<file path="src/rtl/rc4_stream_ctrl.sv">
// Sequencer around an rc4 keystream core: latches a key command, starts the core,
// waits out key scheduling, then XORs buffered keystream onto a handshaked byte stream.
module rc4_stream_ctrl #(
    parameter int NUMS_OF_BYTES = 16,
    parameter int KS_DEPTH      = 4
) (
    input  logic                       clk,
    input  logic                       rst_n,
    input  logic                       cmd_valid,
    output logic                       cmd_ready,
    input  logic [NUMS_OF_BYTES*8-1:0] cmd_key,
    input  logic [7:0]                 cmd_key_len,
    output logic                       cmd_err,
    input  logic                       abort,
    output logic                       busy,
    output logic                       core_start,
    output logic [NUMS_OF_BYTES*8-1:0] core_key,
    output logic [7:0]                 core_key_length,
    input  logic                       core_ksa_done,
    input  logic                       core_ks_valid,
    input  logic [7:0]                 core_ks_data,
    output logic                       core_ks_ready,
    input  logic                       din_valid,
    output logic                       din_ready,
    input  logic [7:0]                 din_data,
    input  logic                       din_last,
    output logic                       dout_valid,
    input  logic                       dout_ready,
    output logic [7:0]                 dout_data,
    output logic                       dout_last,
    output logic [31:0]                byte_cnt
);

    localparam int         PTR_W   = $clog2(KS_DEPTH);
    localparam int         KEY_W   = NUMS_OF_BYTES * 8;
    localparam logic [7:0] MAX_LEN = 8'(NUMS_OF_BYTES);

    typedef enum logic [2:0] {
        S_IDLE,
        S_START,
        S_KSA_WAIT,
        S_STREAM,
        S_FLUSH
    } state_t;

    state_t            state_q, state_d;
    logic [KEY_W-1:0]  key_q, key_d;
    logic [7:0]        key_len_q, key_len_d;
    logic              cmd_err_q, cmd_err_d;
    logic [31:0]       byte_cnt_q, byte_cnt_d;
    logic              dout_valid_q, dout_valid_d;
    logic [7:0]        dout_data_q, dout_data_d;
    logic              dout_last_q, dout_last_d;
    logic [PTR_W:0]    wr_ptr_q, wr_ptr_d;
    logic [PTR_W:0]    rd_ptr_q, rd_ptr_d;
    logic [7:0]        fifo_mem [KS_DEPTH];

    logic fifo_empty;
    logic fifo_full;
    logic streaming;
    logic push;
    logic din_hs;
    logic out_hs;
    logic bad_len;

    // Pointers carry one extra wrap bit so full and empty are distinguishable.
    assign fifo_empty = (wr_ptr_q == rd_ptr_q);
    assign fifo_full  = (wr_ptr_q[PTR_W] != rd_ptr_q[PTR_W]) &&
                        (wr_ptr_q[PTR_W-1:0] == rd_ptr_q[PTR_W-1:0]);
    assign streaming  = (state_q == S_STREAM);

    assign core_ks_ready = streaming && !fifo_full;
    // Once the last beat sits in the output register no further input is taken.
    assign din_ready     = streaming && !fifo_empty &&
                           (!dout_valid_q || (dout_ready && !dout_last_q));

    assign push    = core_ks_valid && core_ks_ready;
    assign din_hs  = din_valid && din_ready;
    assign out_hs  = dout_valid_q && dout_ready;
    assign bad_len = (cmd_key_len == 8'd0) || (cmd_key_len > MAX_LEN);

    assign cmd_ready       = (state_q == S_IDLE);
    assign busy            = (state_q != S_IDLE);
    assign core_start      = (state_q == S_START);
    assign cmd_err         = cmd_err_q;
    assign core_key        = key_q;
    assign core_key_length = key_len_q;
    assign dout_valid      = dout_valid_q;
    assign dout_data       = dout_data_q;
    assign dout_last       = dout_last_q;
    assign byte_cnt        = byte_cnt_q;

    always_comb begin
        state_d      = state_q;
        key_d        = key_q;
        key_len_d    = key_len_q;
        cmd_err_d    = 1'b0;
        byte_cnt_d   = byte_cnt_q;
        dout_valid_d = dout_valid_q;
        dout_data_d  = dout_data_q;
        dout_last_d  = dout_last_q;
        wr_ptr_d     = wr_ptr_q;
        rd_ptr_d     = rd_ptr_q;

        if (out_hs) begin
            dout_valid_d = 1'b0;
            byte_cnt_d   = byte_cnt_q + 32'd1;
        end
        if (din_hs) begin
            dout_valid_d = 1'b1;
            dout_data_d  = din_data ^ fifo_mem[rd_ptr_q[PTR_W-1:0]];
            dout_last_d  = din_last;
            rd_ptr_d     = rd_ptr_q + 1'b1;
        end
        if (push) begin
            wr_ptr_d = wr_ptr_q + 1'b1;
        end

        case (state_q)
            S_IDLE: begin
                if (cmd_valid) begin
                    if (bad_len) begin
                        cmd_err_d = 1'b1;
                    end else begin
                        key_d      = cmd_key;
                        key_len_d  = cmd_key_len;
                        byte_cnt_d = 32'd0;
                        state_d    = S_START;
                    end
                end
            end
            S_START: state_d = S_KSA_WAIT;
            S_KSA_WAIT: begin
                if (core_ksa_done) begin
                    state_d = S_STREAM;
                end
            end
            S_STREAM: begin
                if (out_hs && dout_last_q) begin
                    state_d = S_FLUSH;
                end
            end
            S_FLUSH: begin
                // Leftover keystream is discarded; the next key restarts the core.
                wr_ptr_d = '0;
                rd_ptr_d = '0;
                state_d  = S_IDLE;
            end
            default: state_d = S_IDLE;
        endcase

        if (abort && (state_q != S_IDLE)) begin
            state_d      = S_FLUSH;
            dout_valid_d = 1'b0;
        end
    end

    always_ff @(posedge clk or negedge rst_n) begin
        if (!rst_n) begin
            state_q      <= S_IDLE;
            key_q        <= '0;
            key_len_q    <= '0;
            cmd_err_q    <= 1'b0;
            byte_cnt_q   <= '0;
            dout_valid_q <= 1'b0;
            dout_data_q  <= '0;
            dout_last_q  <= 1'b0;
            wr_ptr_q     <= '0;
            rd_ptr_q     <= '0;
        end else begin
            state_q      <= state_d;
            key_q        <= key_d;
            key_len_q    <= key_len_d;
            cmd_err_q    <= cmd_err_d;
            byte_cnt_q   <= byte_cnt_d;
            dout_valid_q <= dout_valid_d;
            dout_data_q  <= dout_data_d;
            dout_last_q  <= dout_last_d;
            wr_ptr_q     <= wr_ptr_d;
            rd_ptr_q     <= rd_ptr_d;
        end
    end

    // Storage needs no reset: the pointers alone define what is valid.
    always_ff @(posedge clk) begin
        if (push) begin
            fifo_mem[wr_ptr_q[PTR_W-1:0]] <= core_ks_data;
        end
    end

endmodule

</file>
<file path="config.mk">
export PLATFORM = sky130hd
export DESIGN_NAME = rc4_stream_ctrl
export DESIGN_NICKNAME = d
export VERILOG_FILES = /design/src/rtl/rc4_stream_ctrl.sv
export SDC_FILE = /design/constraint.sdc
export NUM_CORES = 1
export LEC_CHECK = 0
export BUFFER_PORTS_ARGS = -buffer_cell sky130_fd_sc_hd__buf_2
export CAP_MARGIN = 20
export CELL_PAD_IN_SITES_DETAIL_PLACEMENT = 0
export CELL_PAD_IN_SITES_GLOBAL_PLACEMENT = 1
export CORE_UTILIZATION = 39
export CTS_CLUSTER_SIZE = 30
export DETAILED_ROUTE_END_ITERATION = 8
export PLACE_DENSITY = 0.77
export SKIP_CTS_REPAIR_TIMING = 1
export SLEW_MARGIN = 20
export SYNTH_ARGS = -nofsm -noshare
export SYNTH_HDL_FRONTEND = slang
export SYNTH_SLANG_ARGS = --single-unit
</file>
<file path="constraint.sdc">
create_clock -name clk -period 2.3 [get_ports clk]
set_input_delay 0.23 -clock clk [delete_from_list [all_inputs] [get_ports clk]]
set_output_delay 0.23 -clock clk [all_outputs]
set_load 0.01 [all_outputs]
</file>
Word-level counts from Yosys, hierarchy flattened
Memory sizes are Yosys's and may differ from the RTL's.
Cells that the tools add are included.
W data, S select, Z words.
{"block": "word_totals", "regBits": 188, "ramBits": 32, "in_bits": 161, "mem_count": 1, "output_inout_bits": 184, "word_cells": 74}
{"memory": "fifo_mem", "words": 4, "width": 8, "read_ports": 1, "rd_ports_with_merged_regs": 0, "write_ports": 1, "line": "56", "text": "logic [7:0] fifo_mem [KS_DEPTH];"}
{"block": "classes", "reduce_logical": 24, "addsub": 3, "n_eq_ne": 11, "bitwise": 2, "muxes": 22, "order_cmp": 1}
{"op": "$mux W32", "count": 4}
{"op": "$add A32 B1 Y32 const B", "count": 1}
{"op": "$mux W3", "count": 9}
{"op": "$pmux W3 S4", "count": 1}
{"op": "$logic_and A1 B1 Y1", "count": 10}
{"op": "$gt A8 B5 Y1 const B", "count": 1}
{"op": "$logic_not A8 Y1", "count": 1}
{"op": "$mux W1", "count": 8}
{"op": "$xor A8 B8 Y8", "count": 1}
{"op": "$add A3 B1 Y3 const B", "count": 2}
{"op": "$eq A3 B2 Y1 const B", "count": 2}
{"op": "$ne A3 B2 Y1 const B", "count": 2}
{"op": "$reduce_bool A3 Y1", "count": 2}
{"op": "$logic_not A1 Y1", "count": 4}
{"op": "$reduce_and A4 Y1", "count": 1}
{"op": "$reduce_bool A2 Y1", "count": 2}
{"op": "$eq A3 B1 Y1 const B", "count": 1}
{"op": "$eq A3 B3 Y1", "count": 1}
{"op": "$eq A3 B3 Y1 const B", "count": 1}
{"op": "$logic_not A3 Y1", "count": 1}
{"op": "$ne A3 B1 Y1 const B", "count": 1}
{"op": "$ne A3 B3 Y1 const B", "count": 1}
{"op": "$reduce_and A3 Y1", "count": 1}
{"op": "$eq A2 B2 Y1", "count": 1}
{"op": "other kinds (3)", "count": 4}

Logic depth before layout (Yosys ltp)
{"block": "depth", "ltp_word": 7, "depth_mapped": 8, "mapped_depth_nobuf": 5}

Worst setup path after synthesis
OpenSTA, ideal clock, no wires.
{"block": "synth_path", "kind": "reg-to-reg", "startpoint": "register state_q[2]", "endpoint": "register key_q[0], in the netlist core_key[0]", "path_buffers": 2, "period_less_slack_ps": 1905, "arrival_time_ps": 1777, "setup_slack_ps": 395, "stages_incl_launch_ff": 8, "required_time_ps": 2173, "setup_time_ps": 127, "cell_sequence": "dfrtp_1 -> or3_4 -> inv_2 -> nand2_2 -> nor2_4 -> buf_6 -> buf_6 -> mux2_1"}
{"block": "synth_between", "elab_chain_len": 2}
{"element": "start: declaration", "line": "46", "text": "state_t state_q, state_d;"}
{"element": "start signal: assignment", "line": "171", "text": "state_q <= state_d;"}
{"element": "$logic_not A3 Y1"}
{"element": "net cmd_ready", "line": "10", "text": "output logic cmd_ready,"}
{"element": "$reduce_and A3 Y1 (no line)"}
{"element": "end signal: assignment", "line": "172", "text": "key_q <= key_d;"}
{"element": "end: declaration", "line": "47", "text": "logic [KEY_W-1:0] key_q, key_d;"}
The timed path passes the listed nets, and every way through them passes these cells.
A chain may end at the register's enable or synchronous reset.

Final worst setup path
{"block": "layout_path", "startpoint": "input cmd_key_len[1]", "endpoint": "register key_q[125], in the netlist core_key[125]"}
{"block": "layout_between", "elab_chain_len": 4, "word_cells_on_any_way": 5, "classes_between": "1 x order compare; 1 x bitwise; 3 x reduce/logical"}
{"element": "start: declaration", "line": "12", "text": "input logic [7:0] cmd_key_len,"}
{"element": "$gt A8 B5 Y1 / $logic_not A8 Y1 (equally long branches)", "line": "80", "text": "assign bad_len = (cmd_key_len == 8'd0) || (cmd_key_len > MAX_LEN);"}
{"element": "$logic_or A1 B1 Y1 (*)", "line": "80"}
{"element": "$not A1 Y1 (no line) (*)"}
{"element": "$reduce_and A3 Y1 (no line) (*)"}
Every way passes the cells marked *; elsewhere a longest branch is shown, timed or not.

==> reports/summary.txt <==
DRC -> 0
worst-margin pin slew -> 0.572 ns
layout cells sized above 1 -> 0.426
Final setup viols -> 0
fmax -> 454 MHz
Top FF cell, synth -> dfrtp_1
Netlist cell types -> 44
synth warn -> 0
DRT Pass-1 Iters -> 4
Die Ht -> 154 um
first-pass GRT wire length -> 35,500 um
Clock power frac -> 0.346
met3 wire length -> 1610 um
gr usage total -> 0.192
final non-filler cell total -> 1,429
Fin. Hold Viols -> 0
CTS tree -> done
htree depth -> 1
Initial Utilization -> 0.397
Skew-Pair Late Insertion Delay -> 0.51 ns
worst-path fanout max -> 19
Synth Cell Area -> 0.00896 mm2
pre-CTS WS -> 0.116 ns
Final ANT Viol Nets -> 0
Comb power frac -> 0.212
crit end category -> flip-flop
Post-synth EDFFs -> 32
layout net count -> 1,291
Worst Setup Start Kind -> input pin
most common cell in the netlist -> dfrtp_1
Mapped Avg Cell Area -> 14.9 um2
max_slew headroom -> 0.615
status -> completed
Tcrit/Tclk final -> 0.957
synth cell count leaders -> 188 x dfrtp_1, 82 x mux2_1, 60 x mux2_2, 32 x edfxtp_1, 21 x nand2_1
met1 WL -> 10,400 um
placer congestion estimate -> 0.769
Congestion Overflow GR -> 0
Max Transition Viols Final -> 0
CP arrival -> 2.59 ns
Sink Count -> 220
PD cells -> 844 mW/mm2
via count -> 6,936
Port-buffer cells -> 344
VDD IR max -> 632 uV
Worst Hold Class -> in -> reg
register share of total power -> 0.442
largest net degree at the start of global routing -> 66
Final Skew -> 0.0124 ns
Clock Path Buffers -> 3
final WL -> 25,400 um
CORE AREA -> 0.0226 mm2
syn nets -> 770
FFs w/ async S/R, synth -> 0.855
switching share of power -> 0.272
sw power -> 3.09 mW
vias in the first global route -> 6,399
I/O pin total -> 345
P_int -> 8.29 mW
top cells by area, synth -> dfrtp_1 52%, edfxtp_1 11%, mux2_1 10%
post-DP HPWL -> 16,900 um
uppermost layer routed -> met5
Synth top area share -> 0.525
DR WL/cell -> 17.7 um
num rows -> 55
Die X -> 154 um
post-layout minimum cycle time -> 2.20 ns
leading area contributor after synthesis -> dfrtp_1
die area -> 0.0236 mm2
WS Path Type -> in -> reg
Worst Path Required -> 2.69 ns
CTS clk-pin slew, worst paths -> 0.06 ns
DR WL met2 -> 12,600 um
area delta synth->final -> 50.4%
Seq/Total Area, Yosys -> 0.632
number of synthesized register bits -> 220
placed instance count -> 1,238
setup ws final -> 0.0996 ns
Max-Cap Viols -> 0
cell count after synthesis -> 603
root buffer cell -> clkbuf_16
initial antenna violation count -> 2
Via density -> 4.85
final setup TNS -> 0 ns
DR iter-0 viols -> 356
P_leak -> 6.56 nW
TritonCTS Buffers -> 25
registers in the layout (all words and copies together), names as in the netlist:
register and cells:
core_key 128, byte_cnt 32, fifo_mem 32, core_key_length 8, dout_data 8, rd_ptr_q 3
state_q 3, wr_ptr_q 3, cmd_err 1, dout_last 1, dout_valid 1
area by class of cell:
class | count | area, um2
Fill cell | 1754 | 9090
Sequential cell | 220 | 5670
Timing Repair Buffer | 523 | 3550
Multi-Input combinational cell | 345 | 3060
Clock buffer | 41 | 736
Tap cell | 285 | 357
Clock inverter | 5 | 78.8
Inverter | 9 | 33.8
Antenna cell | 1 | 2.50
through the flow:
stage,power [mW],hold slack [ns],cell area [um2],util
2_1_floorplan,6.06,-0.0656,8960,-
3_5_place_dp,7.26,0.196,11200,0.497
5_1_grt,11.9,0.00243,13500,0.597
4_1_cts,11.2,-0.358,12000,0.533
3_3_place_gp,7.20,0.193,11200,0.497
6_report,11.4,0.0153,13500,0.597
logic make-up after synthesis:
logic type / after synthesis / share of synthesized area
flip-flops: 220 / 0.632
multiplexers: 155 / 0.204
AND/OR/NAND/NOR: 112 / 0.0730
buffers and inverters: 38 / 0.0264
AO/OA/AOI/OAI: 48 / 0.0324
adder cells (fa/ha/maj): 6 / 0.00838
XOR/XNOR: 24 / 0.0235
critical path, stage by stage:
cell and delay, ns:
dlygate4sd3_1 0.54, buf_2 0.13, nor4_1 0.53, mux2i_1 0.40, nor2_4 0.06, buf_12 0.17
buf_12 0.17, mux2_1 0.34
routing by layer:
layer,vias up,global-route usage
met5,-,0
met4,2,0.0662
met3,57,0.0567
met2,258,0.311
met1,3385,0.244
li1,3234,-
path summary, 6_finish.rpt:
| check | startpoint | end | slack (ns) | depth (start not counted) |
|---|---|---|---|---|
| setup / recovery | cmd_key_len[1] | core_key[125]$_DFFE_PN0P_ | 0.1 | 8 |
| hold / removal | din_valid | rd_ptr_q[2]$_DFFE_PN0P_ | 0.02 | 3 |
| setup reg to reg | state_q[1]$_DFFE_PN0P_ | core_key[125]$_DFFE_PN0P_ | 0.25 | 7 |
| hold reg to reg | core_key[10]$_DFFE_PN0P_ | core_key[10]$_DFFE_PN0P_ | 0.48 | 1 |
| max in group asynchronous | rst_n | core_key[42]$_DFFE_PN0P_ | 1.33 | 3 |
| min in group asynchronous | rst_n | core_key[90]$_DFFE_PN0P_ | 0.21 | 2 |
placed cells by master (no fill, tap or decap), drive strengths merged, types with 3 or more instances in the layout:
cell type,synthesis,final
buf,26,378
dfrtp,188,188
dlygate4sd3,0,144
mux2,142,142
clkbuf,3,42
edfxtp,32,32
nand2,22,22
a21oi,20,20
xor2,19,19
nor2,16,16
o31ai,14,14
or4,14,14
nand3,12,12
nand4,11,11
inv,9,10
o21ai,9,9
mux4,8,8
and2,7,7
ha,6,6
and4,5,5
mux2i,5,5
xnor2,5,5
nor2b,5,5
or3,5,5
and3,4,4
nand2b,3,3
power groups by stage:
stage / clock network (mW) / registers, mW / logic (mW)
after floorplan: 0 / 5.39 / 0.665
after global placement: 0 / 5.04 / 2.16
after detailed placement: 0 / 5.06 / 2.20
after CTS: 4.02 / 5.00 / 2.21
after global routing: 4.21 / 5.11 / 2.59
final: 3.93 / 5.03 / 2.41
Note: power is estimated with default switching activity, not from simulation.
